### src/rtl/aes128_package.sv
// Shared types, constants and helpers for the AES-128 datapath blocks.
package aes128_package;

  typedef bit [7:0]   bv8_t;
  typedef bit [127:0] bv128_t;

  localparam int unsigned AES128_BLOCK_BYTES = 16;
  localparam int unsigned AES128_BLOCK_BITS  = 128;
  localparam int unsigned SHARES_MIN         = 2;
  localparam int unsigned SHARES_MAX         = 5;

  // Supported masking orders for the masked core.
  function automatic bit shares_legal(input int unsigned n);
    return (n >= SHARES_MIN) && (n <= SHARES_MAX);
  endfunction

  // Byte k of a block, byte 0 being the most significant.
  function automatic bv8_t aes_get_byte(input bv128_t d, input logic [3:0] k);
    return d[{~k, 3'b000} +: 8];
  endfunction

endpackage

### src/rtl/aes128_byte_serializer.sv
// Holds one 128-bit block (loaded or XOR-folded in) and streams it out
// MSB byte first over valid/ready, clearing itself on the last handshake.
module aes128_byte_serializer
  import aes128_package::*;
(
  input  logic         clk_i,
  input  logic         rst_i,
  input  logic         i_load,
  input  logic         i_fold,
  input  logic [127:0] i_data,
  input  logic         i_valid_nxt,
  input  logic         i_ready,
  output logic         o_valid,
  output logic [7:0]   o_byte,
  output logic         o_last
);

  localparam int unsigned K_W = $clog2(AES128_BLOCK_BYTES);
  localparam logic [K_W-1:0] K_LAST = K_W'(AES128_BLOCK_BYTES - 1);

  logic [127:0]   r_data;
  logic [K_W-1:0] r_k;
  logic           r_valid;
  logic [7:0]     r_byte;
  logic           r_last;

  logic [127:0]   w_data_nxt;
  logic [K_W-1:0] w_k_nxt;
  logic           w_hs;
  logic           w_last_hs;

  // Next block contents and byte index; outputs are registered from these.
  always_comb begin
    w_hs       = r_valid & i_ready;
    w_last_hs  = w_hs & r_last;
    w_data_nxt = r_data;
    w_k_nxt    = r_k;
    if (i_load) begin
      w_data_nxt = i_data;
      w_k_nxt    = '0;
    end else if (i_fold) begin
      w_data_nxt = r_data ^ i_data;
    end else if (w_last_hs) begin
      w_data_nxt = '0;
      w_k_nxt    = '0;
    end else if (w_hs) begin
      w_k_nxt = r_k + K_W'(1);
    end
  end

  always_ff @(posedge clk_i or posedge rst_i) begin
    if (rst_i) begin
      r_data  <= '0;
      r_k     <= '0;
      r_valid <= 1'b0;
      r_byte  <= '0;
      r_last  <= 1'b0;
    end else begin
      r_data  <= w_data_nxt;
      r_k     <= w_k_nxt;
      r_valid <= i_valid_nxt;
      r_byte  <= i_valid_nxt ? 8'(aes_get_byte(w_data_nxt, w_k_nxt)) : 8'h00;
      r_last  <= i_valid_nxt && (w_k_nxt == K_LAST);
    end
  end

  assign o_valid = r_valid;
  assign o_byte  = r_byte;
  assign o_last  = r_last;

endmodule

### src/rtl/aes128_unmask_serializer.sv
// Unmasks a Boolean-shared AES-128 ciphertext by registered XOR folding,
// one share per cycle, then streams it out as 16 bytes and zeroizes.
module aes128_unmask_serializer
  import aes128_package::*;
#(
  parameter int unsigned NUM_SHARES = 2
) (
  input  logic                        clk_i,
  input  logic                        rst_i,
  input  logic                        in_valid_i,
  output logic                        in_ready_o,
  input  logic [NUM_SHARES*128-1:0]   in_shares_i,
  output logic                        out_valid_o,
  input  logic                        out_ready_i,
  output logic [7:0]                  out_byte_o,
  output logic                        out_last_o,
  output logic                        busy_o
);

  if (!shares_legal(NUM_SHARES)) begin : g_bad_shares
    $error("aes128_unmask_serializer: NUM_SHARES must be in 2..5");
  end

  localparam int unsigned CNT_W = $clog2(NUM_SHARES) + 1;
  localparam logic [CNT_W-1:0] CNT_LAST = CNT_W'(NUM_SHARES - 1);

  typedef enum logic [1:0] {
    S_IDLE = 2'd0,
    S_FOLD = 2'd1,
    S_EMIT = 2'd2
  } state_e;

  state_e           r_state;
  state_e           w_state_nxt;
  logic [127:0]     r_share [1:NUM_SHARES-1];
  logic [CNT_W-1:0] r_cnt;
  logic             r_in_ready;
  logic             r_busy;

  logic             w_capture;
  logic             w_fold;
  logic             w_fold_last;
  logic [127:0]     w_fold_data;
  logic [127:0]     w_ser_data;

  // Next-state and fold control; share 0 goes straight to the accumulator.
  always_comb begin
    w_state_nxt = r_state;
    w_capture   = 1'b0;
    w_fold      = 1'b0;
    w_fold_last = 1'b0;
    w_fold_data = '0;
    for (int s = 1; s < int'(NUM_SHARES); s++) begin
      if (r_cnt == CNT_W'(s)) w_fold_data = r_share[s];
    end
    case (r_state)
      S_IDLE: begin
        if (in_valid_i && r_in_ready) begin
          w_capture   = 1'b1;
          w_state_nxt = S_FOLD;
        end
      end
      S_FOLD: begin
        w_fold = 1'b1;
        if (r_cnt == CNT_LAST) begin
          w_fold_last = 1'b1;
          w_state_nxt = S_EMIT;
        end
      end
      S_EMIT: begin
        if (out_valid_o && out_ready_i && out_last_o) w_state_nxt = S_IDLE;
      end
      default: w_state_nxt = S_IDLE;
    endcase
  end

  // Share registers are wiped as soon as they have been folded in.
  always_ff @(posedge clk_i or posedge rst_i) begin
    if (rst_i) begin
      r_state    <= S_IDLE;
      r_cnt      <= '0;
      r_in_ready <= 1'b1;
      r_busy     <= 1'b0;
      for (int s = 1; s < int'(NUM_SHARES); s++) r_share[s] <= '0;
    end else begin
      r_state    <= w_state_nxt;
      r_in_ready <= (w_state_nxt == S_IDLE);
      r_busy     <= (w_state_nxt != S_IDLE);
      if (w_capture) begin
        for (int s = 1; s < int'(NUM_SHARES); s++) begin
          r_share[s] <= in_shares_i[128*s +: 128];
        end
        r_cnt <= CNT_W'(1);
      end else if (w_fold) begin
        for (int s = 1; s < int'(NUM_SHARES); s++) begin
          if (r_cnt == CNT_W'(s)) r_share[s] <= '0;
        end
        r_cnt <= w_fold_last ? '0 : r_cnt + CNT_W'(1);
      end
    end
  end

  assign w_ser_data = w_capture ? in_shares_i[127:0] : w_fold_data;

  aes128_byte_serializer u_ser (
    .clk_i       (clk_i),
    .rst_i       (rst_i),
    .i_load      (w_capture),
    .i_fold      (w_fold),
    .i_data      (w_ser_data),
    .i_valid_nxt (w_state_nxt == S_EMIT),
    .i_ready     (out_ready_i),
    .o_valid     (out_valid_o),
    .o_byte      (out_byte_o),
    .o_last      (out_last_o)
  );

  assign in_ready_o = r_in_ready;
  assign busy_o     = r_busy;

endmodule

### config.mk
export PLATFORM = sky130hd
export DESIGN_NAME = aes128_unmask_serializer
export DESIGN_NICKNAME = d
export VERILOG_FILES = /design/src/rtl/aes128_package.sv /design/src/rtl/aes128_byte_serializer.sv /design/src/rtl/aes128_unmask_serializer.sv
export SDC_FILE = /design/constraint.sdc
export NUM_CORES = 1
export LEC_CHECK = 0
export CAP_MARGIN = 15
export CELL_PAD_IN_SITES_DETAIL_PLACEMENT = 1
export CELL_PAD_IN_SITES_GLOBAL_PLACEMENT = 1
export CORE_ASPECT_RATIO = 1.5
export CORE_UTILIZATION = 43
export CTS_CLUSTER_DIAMETER = 80
export DETAILED_ROUTE_END_ITERATION = 16
export PLACE_DENSITY_LB_ADDON = 0.12
export SYNTH_ARGS = -nofsm -noshare
export SYNTH_HDL_FRONTEND = slang
export SYNTH_SLANG_ARGS = --single-unit
### constraint.sdc
create_clock -name clk_i -period 22.8 [get_ports clk_i]
set_clock_uncertainty 0.1 [all_clocks]
set_input_delay 4.56 -clock clk_i [delete_from_list [all_inputs] [get_ports clk_i]]
set_output_delay 4.56 -clock clk_i [all_outputs]
set_load 0.03 [all_outputs]
==> run_results.csv, run 1 <==
group,metric,value,unit
die,ios,272,
synthesis,synth_edf_count,0,
pwr,powerDensity,134,nW/um^2
cts,cts_buffers,28,
layout,fillCellCount,3337,
die,die_w,146,um
synthesis,seq_area_frac_synth,0.519,
synthesis,synth_area_per_cell,9.73,sq um
synthesis,synth_cell_types,71,
cts,cts_buffer_depth,3,
sta,rsz0062_at_grt,"false",
critical_path,cp_slowest_cell,"buf_4",
grt,grt_overflow,0,
route,drc,0,
sta,finalCriticalPeriod,7730,ps
layout,drive_above_1_share,0.0695,
cts,root_buffer,"clkbuf_16",
route,vias,12000,
critical_path,crit_fanout,87,
synthesis,synthArstFlopShare,1.00,
layout,nNetsFinal,1837,
sta,fin_crit_sh,0.339,
synthesis,syn_nets,1629,
sta,hold_viol_final,0,
critical_path,cp_num_buf_inv,3,
grt,grt_pass1_vias,12900,
synthesis,synthMostInstantiatedCell,"dfrtp_1",
sta,fin_hold_ws,400,ps
outcome,outcome,"finished clean",
place,detailed_place_hpwl,31400,um
die,core,30400,sq um
route,drt_iter0_drc,569,
synthesis,ys_ff_latch,276,
pwr,power.leakage,0.00735,uW
sta,worst_pin_slew,1180,ps
route,vias_per_cell,6.00,
die,start_util,0.438,
cts,cts_tree,"built",
cts,hold_buffers,0,
critical_path,rrSetupSlack,18840,ps
critical_path,critPathArrivalTime,8040,ps
place,gp_congestion,0.850,
cts,clk_latency,560,ps
cts,cts_resized,0,
sta,finalSetupTns,0,ps
place,port_buffers,271,
die,dieArea,31700,sq um
critical_path,worst_setup_path_end_kind,"register",
route,routed_wl,47000,um
synthesis,synthTopCellsByArea,"dfrtp_1 (52%), a22o_1 (9.3%), nor2_1 (6.7%), nand2_1 (3.6%), o21ai_0 (2.1%)",
grt,grt.total_usage,0.298,
critical_path,critical-path-top-delay-family,"buffers and inverters",
hold_path,hp-class,"register to register",
die,fp-row-count,78,
route,antenna_left,0,
critical_path,cp_cell_sequence,"clkdlybuf4s50_1, nand4bb_4, buf_4, buf_4, o311ai_0, nor2_1, nor4_1, or4_1",
pwr,vdd.ir_drop.worst,0.0773,mV
critical_path,cp_common_cell,"buf_4",
route,first_pass_iters,5,
cts,cts_max_level,1,
synthesis,synth_common_cells,"dfrtp_1 (275), nor2_1 (238), a22o_1 (142)",
synthesis,yosys_warnings,0,
synthesis,synth_top_cell_by_area,"dfrtp_1",
critical_path,cp-start-kind,"primary input",
synthesis,syn_area,13300,sq um
synthesis,synthCells,1368,
critical_path,worst-setup-path-type,"primary input to register",
grt,grt_max_degree,165,
critical_path,critPathRequiredTime,23120,ps
sta,setup_viol,0,
grt,antenna_found_initial,5,
sta,fmax,129,MHz
layout,seq_area,6910,sq um
cts,postCtsSetupBuffers,0,
critical_path,slowest_delay,780,ps
grt,grt_first_pass_wirelength,72600,um
layout,multi_input_area,5800,sq um
synthesis,ys.flop_type,"dfrtp_1",
sta,slew_violations,0,
die,die_h,217,um
synthesis,synth.top_cell.area_share,0.517,
layout,syn_to_final_growth,29.2,%
cts,clock_sinks,276,
sta,relSlewSlack,0.211,
cts,clkTransAtPathRegs,70,ps
route,wl_per_cell,23.5,um
job,maxCapViolations,0,
[cell families (layout without fill, tap and decap cells)]
| kind of cell | Yosys count | after routing | synth area share |
|---|---|---|---|
| and+or+nand+nor | 480 | 480 | 0.159 |
| DFF | 276 | 276 | 0.519 |
| xor gates and xnor gates | 5 | 5 | 0.00329 |
| buffers and inverters | 148 | 377 | 0.0494 |
| adders and majority gates | 1 | 1 | 0.000940 |
| AOI/OAI and AO/OA | 432 | 432 | 0.249 |
| muxes | 26 | 26 | 0.0196 |
| other | 0 | 5 | 0 |
[cell type report]
type / count / area share
diodes: 5 / 0.000728
clock buffers: 34 / 0.0456
clock inverters: 17 / 0.0110
inverters: 42 / 0.00975
multi-input cells: 944 / 0.337
flip-flops and latches: 276 / 0.402
well taps: 400 / 0.0291
repair buffers: 284 / 0.165
[worst paths after layout]
| check | start | depth (start not counted) | end |
|---|---|---|---|
| max reg2reg | r_state[1] | 7 | u_ser.o_byte[2] |
| min reg2reg | r_share[93] | 1 | r_share[93] |
| min in group asynchronous | rst_i | 2 | r_share[93] |
| max in group asynchronous | rst_i | 3 | r_share[12] |
| max | in_valid_i | 8 | u_ser.o_byte[2] |
| min | r_share[93] | 1 | r_share[93] |
[state kept, by name, indices dropped and copies added, names as in the netlist]
register and flops:
busy_o 1, u_ser.o_last 1, r_share 128, r_cnt 2, u_ser.o_valid 1, in_ready_o 1
u_ser.r_k 4, u_ser.r_data 128, r_state 2, u_ser.o_byte 8
[layer usage]
metal / track usage / wire (um) / vias to the layer above
li1: - / - / 5403
met4: 0.162 / 2240 / 0
met3: 0.0412 / 2470 / 88
met5: 0 / 0 / -
met2: 0.520 / 24000 / 391
met1: 0.355 / 18300 / 6121
[per-stage QoR]
| step | util | power (uW) | instance area, sq um | worst slack [ps] | std cells |
|---|---|---|---|---|---|
| global route | 0.567 | 2430 | 17200 | 14910 | 2002 |
| CTS | 0.566 | 2300 | 17200 | 15170 | 1997 |
| detailed placement | 0.534 | 1800 | 16200 | 14570 | 1946 |
| global placement | 0.534 | 1760 | 16200 | 14680 | 1946 |
| floorplan | - | 1460 | 13300 | 10530 | 1368 |
| finish | 0.567 | 2300 | 17200 | 15070 | 2002 |
[worst register-to-register path, cell delays in order (launching register included)]
cell	delay, ps
dfrtp_1	500
and4bb_4	1020
buf_4	810
nand2_1	200
mux2i_1	410
nor2_1	100
nor4_1	510
or4_1	230
[where the power goes]
part | internal [uW] | total (uW) | switching (uW)
sequential | 712 | 846 | 135
clock | 280 | 487 | 207
combinational | 366 | 967 | 602
[layout by cell type, fill, tap and decap left out, types with 6 or more instances in the layout]
| master | netlist | routed |
|---|---|---|
| clkbuf_16 | 0 | 29 |
| a32oi_1 | 16 | 16 |
| a22o_1 | 142 | 142 |
| nand2_1 | 129 | 128 |
| o21a_1 | 23 | 23 |
| a31o_2 | 16 | 16 |
| inv_1 | 39 | 38 |
| clkinvlp_4 | 0 | 7 |
| o311ai_0 | 7 | 7 |
| a2bb2oi_1 | 6 | 6 |
| a211o_1 | 6 | 6 |
| or3_1 | 10 | 10 |
| buf_4 | 2 | 11 |
| nand3_1 | 40 | 39 |
| o221ai_1 | 23 | 23 |
| dfrtp_1 | 275 | 275 |
| o211ai_1 | 19 | 19 |
| mux2i_1 | 26 | 26 |
| o21ai_0 | 55 | 55 |
| o31ai_1 | 16 | 16 |
| or2_2 | 6 | 6 |
| o22ai_1 | 21 | 21 |
| a21oi_1 | 24 | 24 |
| a31oi_1 | 24 | 24 |
| nand4_1 | 17 | 17 |
| nor2_1 | 238 | 237 |
| clkdlybuf4s50_1 | 0 | 271 |
| nor4_1 | 10 | 10 |
Power figures use the tool's default switching activity.
==> run 2, diff against run 1 <==
Settings changed: CORE_UTILIZATION 43 to 40.
Clock period 22.8 ns to 7.47 ns, I/O delays scaled along.
==> run_results.csv, run 2 (synthesis gave the netlist of run 1 again) <==
group,metric,value,unit
pwr,powerDensity,413,nW/um^2
critical_path,slowest_delay,750,ps
layout,nNetsFinal,1844,
critical_path,cp_cell_sequence,"clkdlybuf4s50_1, and3_1, nand2_2, buf_4, nand4_1, nand2_1, o21ai_0, a211o_1, nand3_1",
place,dp.cells,1966,
outcome,outcome,"finished clean",
critical_path,worst-setup-path-type,"primary input to register",
critical_path,worst_setup_path_end_kind,"register",
cts,cts_buffers,30,
cts,postCtsSetupBuffers,0,
sta,hold_viol_final,0,
grt,antenna_found_initial,4,
sta,setup_viol,0,
die,die_h,225,um
cts,cts_resized,0,
grt,grt_pass1_vias,13000,
layout,final_cell_mix,"dfrtp_1 (275), clkdlybuf4s50_1 (271), nor2_1 (237), a22o_1 (142), nand2_1 (128)",
die,start_util,0.408,
grt,grt.total_usage,0.292,
die,dieArea,34000,sq um
die,core,32600,sq um
critical_path,crit_fanout,41,
sta,worst_pin_slew,1140,ps
place,gp_congestion,0.860,
critical_path,critPathArrivalTime,4900,ps
cts,cts_tree,"built",
cts,hold_buffers,0,
sta,finalCriticalPeriod,4570,ps
pwr,vdd.ir_drop.worst,0.223,mV
cts,root_buffer,"clkbuf_16",
route,drc,0,
cts,clkTransAtPathRegs,60,ps
pwr,power.leakage,0.00745,uW
grt,grt_overflow,0,
route,drt_iter0_drc,725,
die,ios,272,
place,port_buffers,271,
cts,cts_buffer_depth,3,
pwr,p_total,7180,uW
job,maxCapViolations,0,
cts,clk_latency,570,ps
sta,slew_violations,0,
route,vias,12000,
die,fp-row-count,81,
die,die_w,151,um
sta,fin_crit_sh,0.612,
place,detailed_place_hpwl,33300,um
cts,cts_max_level,1,
sta,relSlewSlack,0.243,
layout,final_common_cell,"dfrtp_1",
cts,clock_sinks,276,
route,routed_wl,48800,um
sta,fmax,219,MHz
layout,syn_to_final_growth,30.5,%
route,first_pass_iters,6,
grt,grt_max_degree,158,
grt,grt_first_pass_wirelength,75000,um
layout,stdcell_count,2026,
layout,drive_above_1_share,0.0734,
route,antenna_left,0,
route,vias_per_cell,5.92,
layout,fillCellCount,3608,
sta,finalSetupTns,0,ps
critical_path,critPathRequiredTime,7800,ps
route,wl_per_cell,24.1,um
hold_path,hp-class,"register to register",
critical_path,cp_slowest_cell,"nand2_2",
critical_path,cp-start-kind,"primary input",
sta,rsz0062_at_grt,"false",
[run 2: cell types whose count changed in the layout (fill, tap and decap cells not counted), moves of 3 or more]
cell,change
bufinv_16,+3
clkbuf_1,+3
clkinv_2,+5
buf_4,+5
clkinvlp_4,-5
[run 2: path summary, 6_finish.rpt]
path                                   from              end  slack [ps]  depth (start not counted)
worst max register to register   r_state[1]     r_share[122]        3520                          6
min in group asynchronous             rst_i      r_share[92]        1350                          3
worst max-delay path            out_ready_i  u_ser.o_byte[0]        2900                          9
worst min register to register  r_share[98]      r_share[98]         400                          1
max in group asynchronous             rst_i      r_share[63]        4380                          4
worst min-delay path            r_share[98]      r_share[98]         400                          1
[run 2: worst max-delay path, delay by kind of cell]
family	cells	cell delay, ps
simple gates	5	1740
buf+inv	2	1040
compound gates	2	610
[run 2: cell type report]
cell class / count / area (sq um) / area share
tap: 415 / 519 / 0.0299
multi-input combinational: 944 / 5800 / 0.334
timing repair buffer: 289 / 2870 / 0.165
inverter: 42 / 164 / 0.00944
sequential: 276 / 6910 / 0.398
clock buffer: 39 / 846 / 0.0487
antenna: 4 / 10.0 / 0.000577
clock inverter: 17 / 241 / 0.0139
[run 2: metrics by stage]
| step | instance area (sq um) | hold slack (ps) | setup slack, ps | utilization |
|---|---|---|---|---|
| floorplan | 13300 | 366 | 2230 | - |
| global placement | 16300 | 382 | 2460 | 0.498 |
| detailed placement | 16300 | 381 | 2310 | 0.498 |
| CTS | 17400 | 403 | 2910 | 0.532 |
| global route | 17400 | 416 | 2750 | 0.532 |
| finish | 17400 | 395 | 2900 | 0.532 |
[run 2: power by group]
part / internal, uW / switching, uW / leakage [uW]
combinational: 1120 / 1820 / 0.00356
clock: 1000 / 642 / 0.000540
sequential: 2170 / 415 / 0.00335
total: 4300 / 2880 / 0.00745
[run 2: per-layer routing]
layer,global-route usage,share of wire,up-vias
li1,-,-,5426
met4,0.127,0.038,0
met5,0,0,-
met2,0.510,0.52,364
met1,0.361,0.40,6113
met3,0.0279,0.043,87
==> run 3, diff against run 2 <==
Clock period 7.47 ns to 4.8 ns, I/O delays scaled along.
==> run_results.csv, run 3 (synthesis gave the netlist of run 1 again) <==
group,metric,value,unit
route,routed_wl,48800,um
cts,clk_latency,560,ps
place,port_buffers,271,
sta,rsz0062_at_grt,"false",
critical_path,worst_setup_path_end_kind,"register",
critical_path,crit_fanout,33,
critical_path,critPathArrivalTime,3860,ps
cts,clock_sinks,276,
critical_path,rrSetupSlack,1340,ps
pwr,vdd.ir_drop.worst,0.467,mV
critical_path,cp-start-kind,"register",
cts,hold_buffers,0,
cts,cts_tree,"built",
route,drt_iter0_drc,729,
critical_path,critPathRequiredTime,5200,ps
hold_path,hp-class,"register to register",
layout,final_cell_mix,"dfrtp_1 (275), clkdlybuf4s50_1 (271), nor2_1 (237), a22o_1 (142), nand2_1 (128)",
layout,multi_input_area,5800,sq um
outcome,outcome,"finished clean",
layout,nNetsFinal,1848,
hold_path,worstHoldStart,"r_share[55]",
route,antenna_left,0,
cts,cts_buffers,29,
die,die_w,151,um
route,wl_per_cell,24.1,um
place,detailed_place_hpwl,33800,um
die,core,32600,sq um
sta,worst_pin_slew,1020,ps
route,vias_per_cell,5.92,
critical_path,crit_path_end,"u_ser.o_byte[1]",
sta,fmax,289,MHz
route,first_pass_iters,5,
grt,grt.total_usage,0.291,
layout,syn_to_final_growth,30.7,%
critical_path,cp_slowest_cell,"a41oi_2",
pwr,power.leakage,0.00747,uW
grt,grt_max_degree,129,
place,place_area,16400,sq um
layout,design_area,17400,sq um
layout,drive_above_1_share,0.0746,
sta,fin_hold_ws,399,ps
sta,fin_crit_sh,0.721,
cts,cts_max_level,1,
route,drc,0,
layout,final_common_cell,"dfrtp_1",
grt,grt_overflow,0,
sta,hold_viol_final,0,
sta,relSlewSlack,0.320,
critical_path,r2r_end,"u_ser.o_byte[1]",
grt,grt_pass1_vias,13000,
layout,fillCellCount,3585,
critical_path,slowest_delay,540,ps
pwr,p_total,11100,uW
place,gp_congestion,0.883,
cts,cts_resized,0,
critical_path,reg2reg_depth,9,
cts,clkTransAtPathRegs,60,ps
die,ios,272,
cts,postCtsSetupBuffers,0,
cts,root_buffer,"clkbuf_16",
cts,cts_buffer_depth,3,
die,dieArea,34000,sq um
sta,setup_viol,0,
critical_path,worstSetupStartpoint,"r_state[0]",
die,die_h,225,um
layout,seq_area,6910,sq um
die,start_util,0.408,
sta,slew_violations,0,
pwr,powerDensity,639,nW/um^2
critical_path,cp_cell_sequence,"nor2b_4, buf_4, o21ai_1, a41oi_2, buf_4, nor2_1, nor4_1, nor2_1, nand3_1",
grt,grt_first_pass_wirelength,74900,um
sta,finalSetupTns,0,ps
job,maxCapViolations,0,
sta,finalCriticalPeriod,3460,ps
die,fp-row-count,81,
grt,antenna_found_initial,2,
critical_path,rr_startpoint,"r_state[0]",
route,vias,12000,
critical_path,worst-setup-path-type,"register to register",
run 3: cell count changes in the layout (fill, tap and decap cells not counted):
| cell | previous run | this run |
|---|---|---|
| bufinv_16 | 6 | 5 |
| buf_4 | 16 | 17 |
| clkinv_2 | 9 | 6 |
| inv_6 | 1 | 0 |
| clkbuf_8 | 4 | 8 |
| clkbuf_16 | 31 | 29 |
| clkbuf_1 | 4 | 3 |
| diode_2 | 4 | 2 |
| buf_12 | 2 | 6 |
run 3: stage by stage:
| step | util | std cells | setup slack [ps] |
|---|---|---|---|
| 2_1_floorplan | - | 1368 | 89.5 |
| 3_3_place_gp | 0.501 | 1971 | 732 |
| 3_5_place_dp | 0.501 | 1971 | 771 |
| 4_1_cts | 0.533 | 2023 | 1350 |
| 5_1_grt | 0.533 | 2025 | 1210 |
| 6_report | 0.533 | 2025 | 1340 |
run 3: worst min-delay path by stage:
stage	to	slack (ps)	depth (start not counted)
4_1_cts	r_share[122]	400	1
3_3_place_gp	r_share[46]	380	1
3_5_place_dp	r_share[98]	380	1
2_1_floorplan	r_share[104]	370	1
6_report	r_share[55]	400	1
5_1_grt	r_share[86]	410	1
run 3: power breakdown:
part           switching [uW]  internal, uW
sequential                653          3380
clock                     967          1490
combinational            2840          1770
run 3: area by class of cell:
class | instances | area share
Timing Repair Buffer | 294 | 0.170
Sequential cell | 276 | 0.397
Inverter | 42 | 0.00942
Multi-Input combinational cell | 944 | 0.334
Antenna cell | 2 | 0.000288
Tap cell | 415 | 0.0299
Clock inverter | 12 | 0.0108
Clock buffer | 40 | 0.0487
run 3: layer usage:
layer  track usage  up-vias  routed length, um
li1              -     5440                  -
met2         0.519      343              25400
met1         0.351     6107              19200
met3        0.0273      101               2000
met4         0.130        0               2210
met5             0        -                  0
run 3: worst max-delay path: cells and delay by family, from the launching register on:
kind / cells / cell delay, ps
buffers and inverters: 2 / 790
AOI/OAI and AO/OA: 2 / 690
DFF: 1 / 510
and+or+nand+nor: 5 / 1290
==> RTL change, RTL diff (settings of run 3) <==
`NUM_SHARES`: 2 -> 4.
--- a/src/rtl/aes128_unmask_serializer.sv
+++ b/src/rtl/aes128_unmask_serializer.sv
@@ -3,7 +3,7 @@
 module aes128_unmask_serializer
   import aes128_package::*;
 #(
-  parameter int unsigned NUM_SHARES = 2
+  parameter int unsigned NUM_SHARES = 4
 ) (
   input  logic                        clk_i,
   input  logic                        rst_i,
Interface: changed (resized in_shares_i); port bits go from 272 to 528. The function was not compared with the original's and may differ.
==> RTL change against run 3 <==
  * Power grew 54%
  * Sequential cell count grew 257
  * Cell count grew 85%
  * Fmax shrank 16%
  * Combinational power grew 16%
  * Synthesized area grew 95%
  * Final area grew 96%
  * Sequential power grew 78%
  * Routed wire length grew 140%
  * Critical path depth grew 1
  * Hold slack is essentially flat
  * Setup slack lost 650 ps
  * Highest routed layer is now met5
==> RTL change: results (changes against run 3) <==
Final Non-Filler Cells = 3755 (was 2025)
status = finished clean (unchanged)
dpl cell area = 32100 µm² (was 16400 µm²)
HP Start = r_share[11]$_DFFE_PP0P_ (was r_share[55]$_DFFE_PP0P_)
clock latency on the worst-skew pair = 650 ps (was 560 ps)
largest net degree at the start of global routing = 140 (was 129)
Leak = 14.5 nW (was 7.47 nW)
first-pass GRT wire length = 169 mm (was 74.9 mm)
hold crit path type = reg2reg (unchanged)
Async S/R FF share, synth = 1.00 (unchanged)
drt wl/cell = 30.8 µm (was 24.1 µm)
Commonest cells post-synth = dfrtp_1 (532), a22o_1 (384), nor2_1 (215) (was dfrtp_1 (275), nor2_1 (238), a22o_1 (142))
Net count, final = 3392 (was 1848)
CTS max path bufs = 3 (unchanged)
max reg flops = 384
placed cell count = 3620 (was 1971)
Seq/Total Area, Yosys = 0.515 (was 0.519)
gr usage total = 0.349 (was 0.291)
Max FO, Critical Path = 52 (was 33)
post-DP HPWL = 82.7 mm (was 33.8 mm)
critical path startpoint = r_cnt[0]$_DFFE_PP0P_ (was r_state[0]$_DFF_PP0_)
cells after synthesis = 2452 (was 1368)
first drt pass iteration count = 6 (was 5)
H-tree levels = 2 (was 1)
gpl congestion = 0.956 (was 0.883)
layout cells sized above 1 = 0.0854 (was 0.0746)
initial antenna violation count = 40 (was 2)
Synth Net Count = 2972 (was 1629)
CTS Root Buffer Type = clkbuf_16 (unchanged)
critical path arrival = 4600 ps (was 3860 ps)
Ys Warns = 0 (unchanged)
filler cell count in the final layout = 6752 (was 3585)
# resized after CTS = 0 (unchanged)
via count = 23700 (was 12000)
Max VDD drop = 0.327 mV (was 0.467 mV)
vias in the first global route = 25000 (was 13000)
Top FF cell, synth = dfrtp_1 (unchanged)
Clock Pin Slew Worst Setup and Hold Paths = 70 ps
Slew headroom = 0.152 (was 0.320)
top cells by area, synth = dfrtp_1 (51%), a22o_1 (13%), nor2_1 (3.1%) (was dfrtp_1 (52%), a22o_1 (9.3%), nor2_1 (6.7%))
CTS Buf Count = 55 (was 29)
Biggest register = r_share
Post CTS Setup Buffer Count = 0 (unchanged)
# port buffers = 527 (was 271)
Synth cell types = 82 (was 71)
1st-iter DRT viols = 2143 (was 729)
RTL change: critical path, stage by stage, from the launching register on:
cell	delay [ps]
dfrtp_1	500
ha_4	700
buf_4	460
a21oi_1	90
a221oi_1	310
buf_4	210
mux2_2	340
a21o_1	240
a221oi_1	740
o21ai_0	190
nand4_1	140
RTL change: cells by family after synthesis:
kind of cell / after synthesis / share of synthesized area
compound gates: 930 / 0.280
simple gates: 564 / 0.113
buf+inv: 318 / 0.0499
fa+ha+maj: 4 / 0.00193
xor+xnor: 17 / 0.00575
flops: 533 / 0.515
mux: 86 / 0.0351
RTL change: power by group:
part / switching [mW] / total (mW) / internal, mW
combinational: 2.93 / 5.37 / 2.44
clock: 1.96 / 4.58 / 2.62
sequential: 1.10 / 7.17 / 6.07
total: 5.99 / 17.1 / 11.1
RTL change: path summary, 6_finish.rpt:
kind	to	slack, ps	cells past startpoint
worst min-delay path	r_share[11]$_DFFE_PP0P_	400	1
worst max register to register	u_ser.o_byte[7]$_DFF_PP0_	690	10
max in group asynchronous	u_ser.r_data[39]$_DFF_PP0_	2750	3
min in group asynchronous	r_share[319]$_DFFE_PP0P_	640	2
worst max-delay path	u_ser.o_byte[7]$_DFF_PP0_	690	10
worst min register to register	r_share[11]$_DFFE_PP0P_	400	1
RTL change: metrics by stage:
stage / worst slack (ps) / hold WS [ps]
after global routing: 496 / 405
after detailed placement: 659 / 376
after floorplan: -3510 / 357
after CTS: 765 / 399
final: 691 / 399
after global placement: 704 / 379
RTL change: final cells by class:
type | count | area (µm²) | share of cell area
diodes | 34 | 85.1 | 0.00250
clock inverters | 20 | 248 | 0.00727
repair buffers | 605 | 6050 | 0.177
multi-input cells | 1601 | 11400 | 0.335
well taps | 805 | 1010 | 0.0296
flip-flops and latches | 533 | 13300 | 0.391
clock buffers | 81 | 1640 | 0.0480
inverters | 76 | 289 | 0.00848
RTL change: layer usage:
metal | wire length [µm] | global-route usage | up-vias
met5 | 67 | 0 | -
met4 | 6020 | 0.192 | 10
met3 | 7170 | 0.0635 | 234
met2 | 57000 | 0.581 | 943
met1 | 45300 | 0.428 | 12300
li1 | - | - | 10200
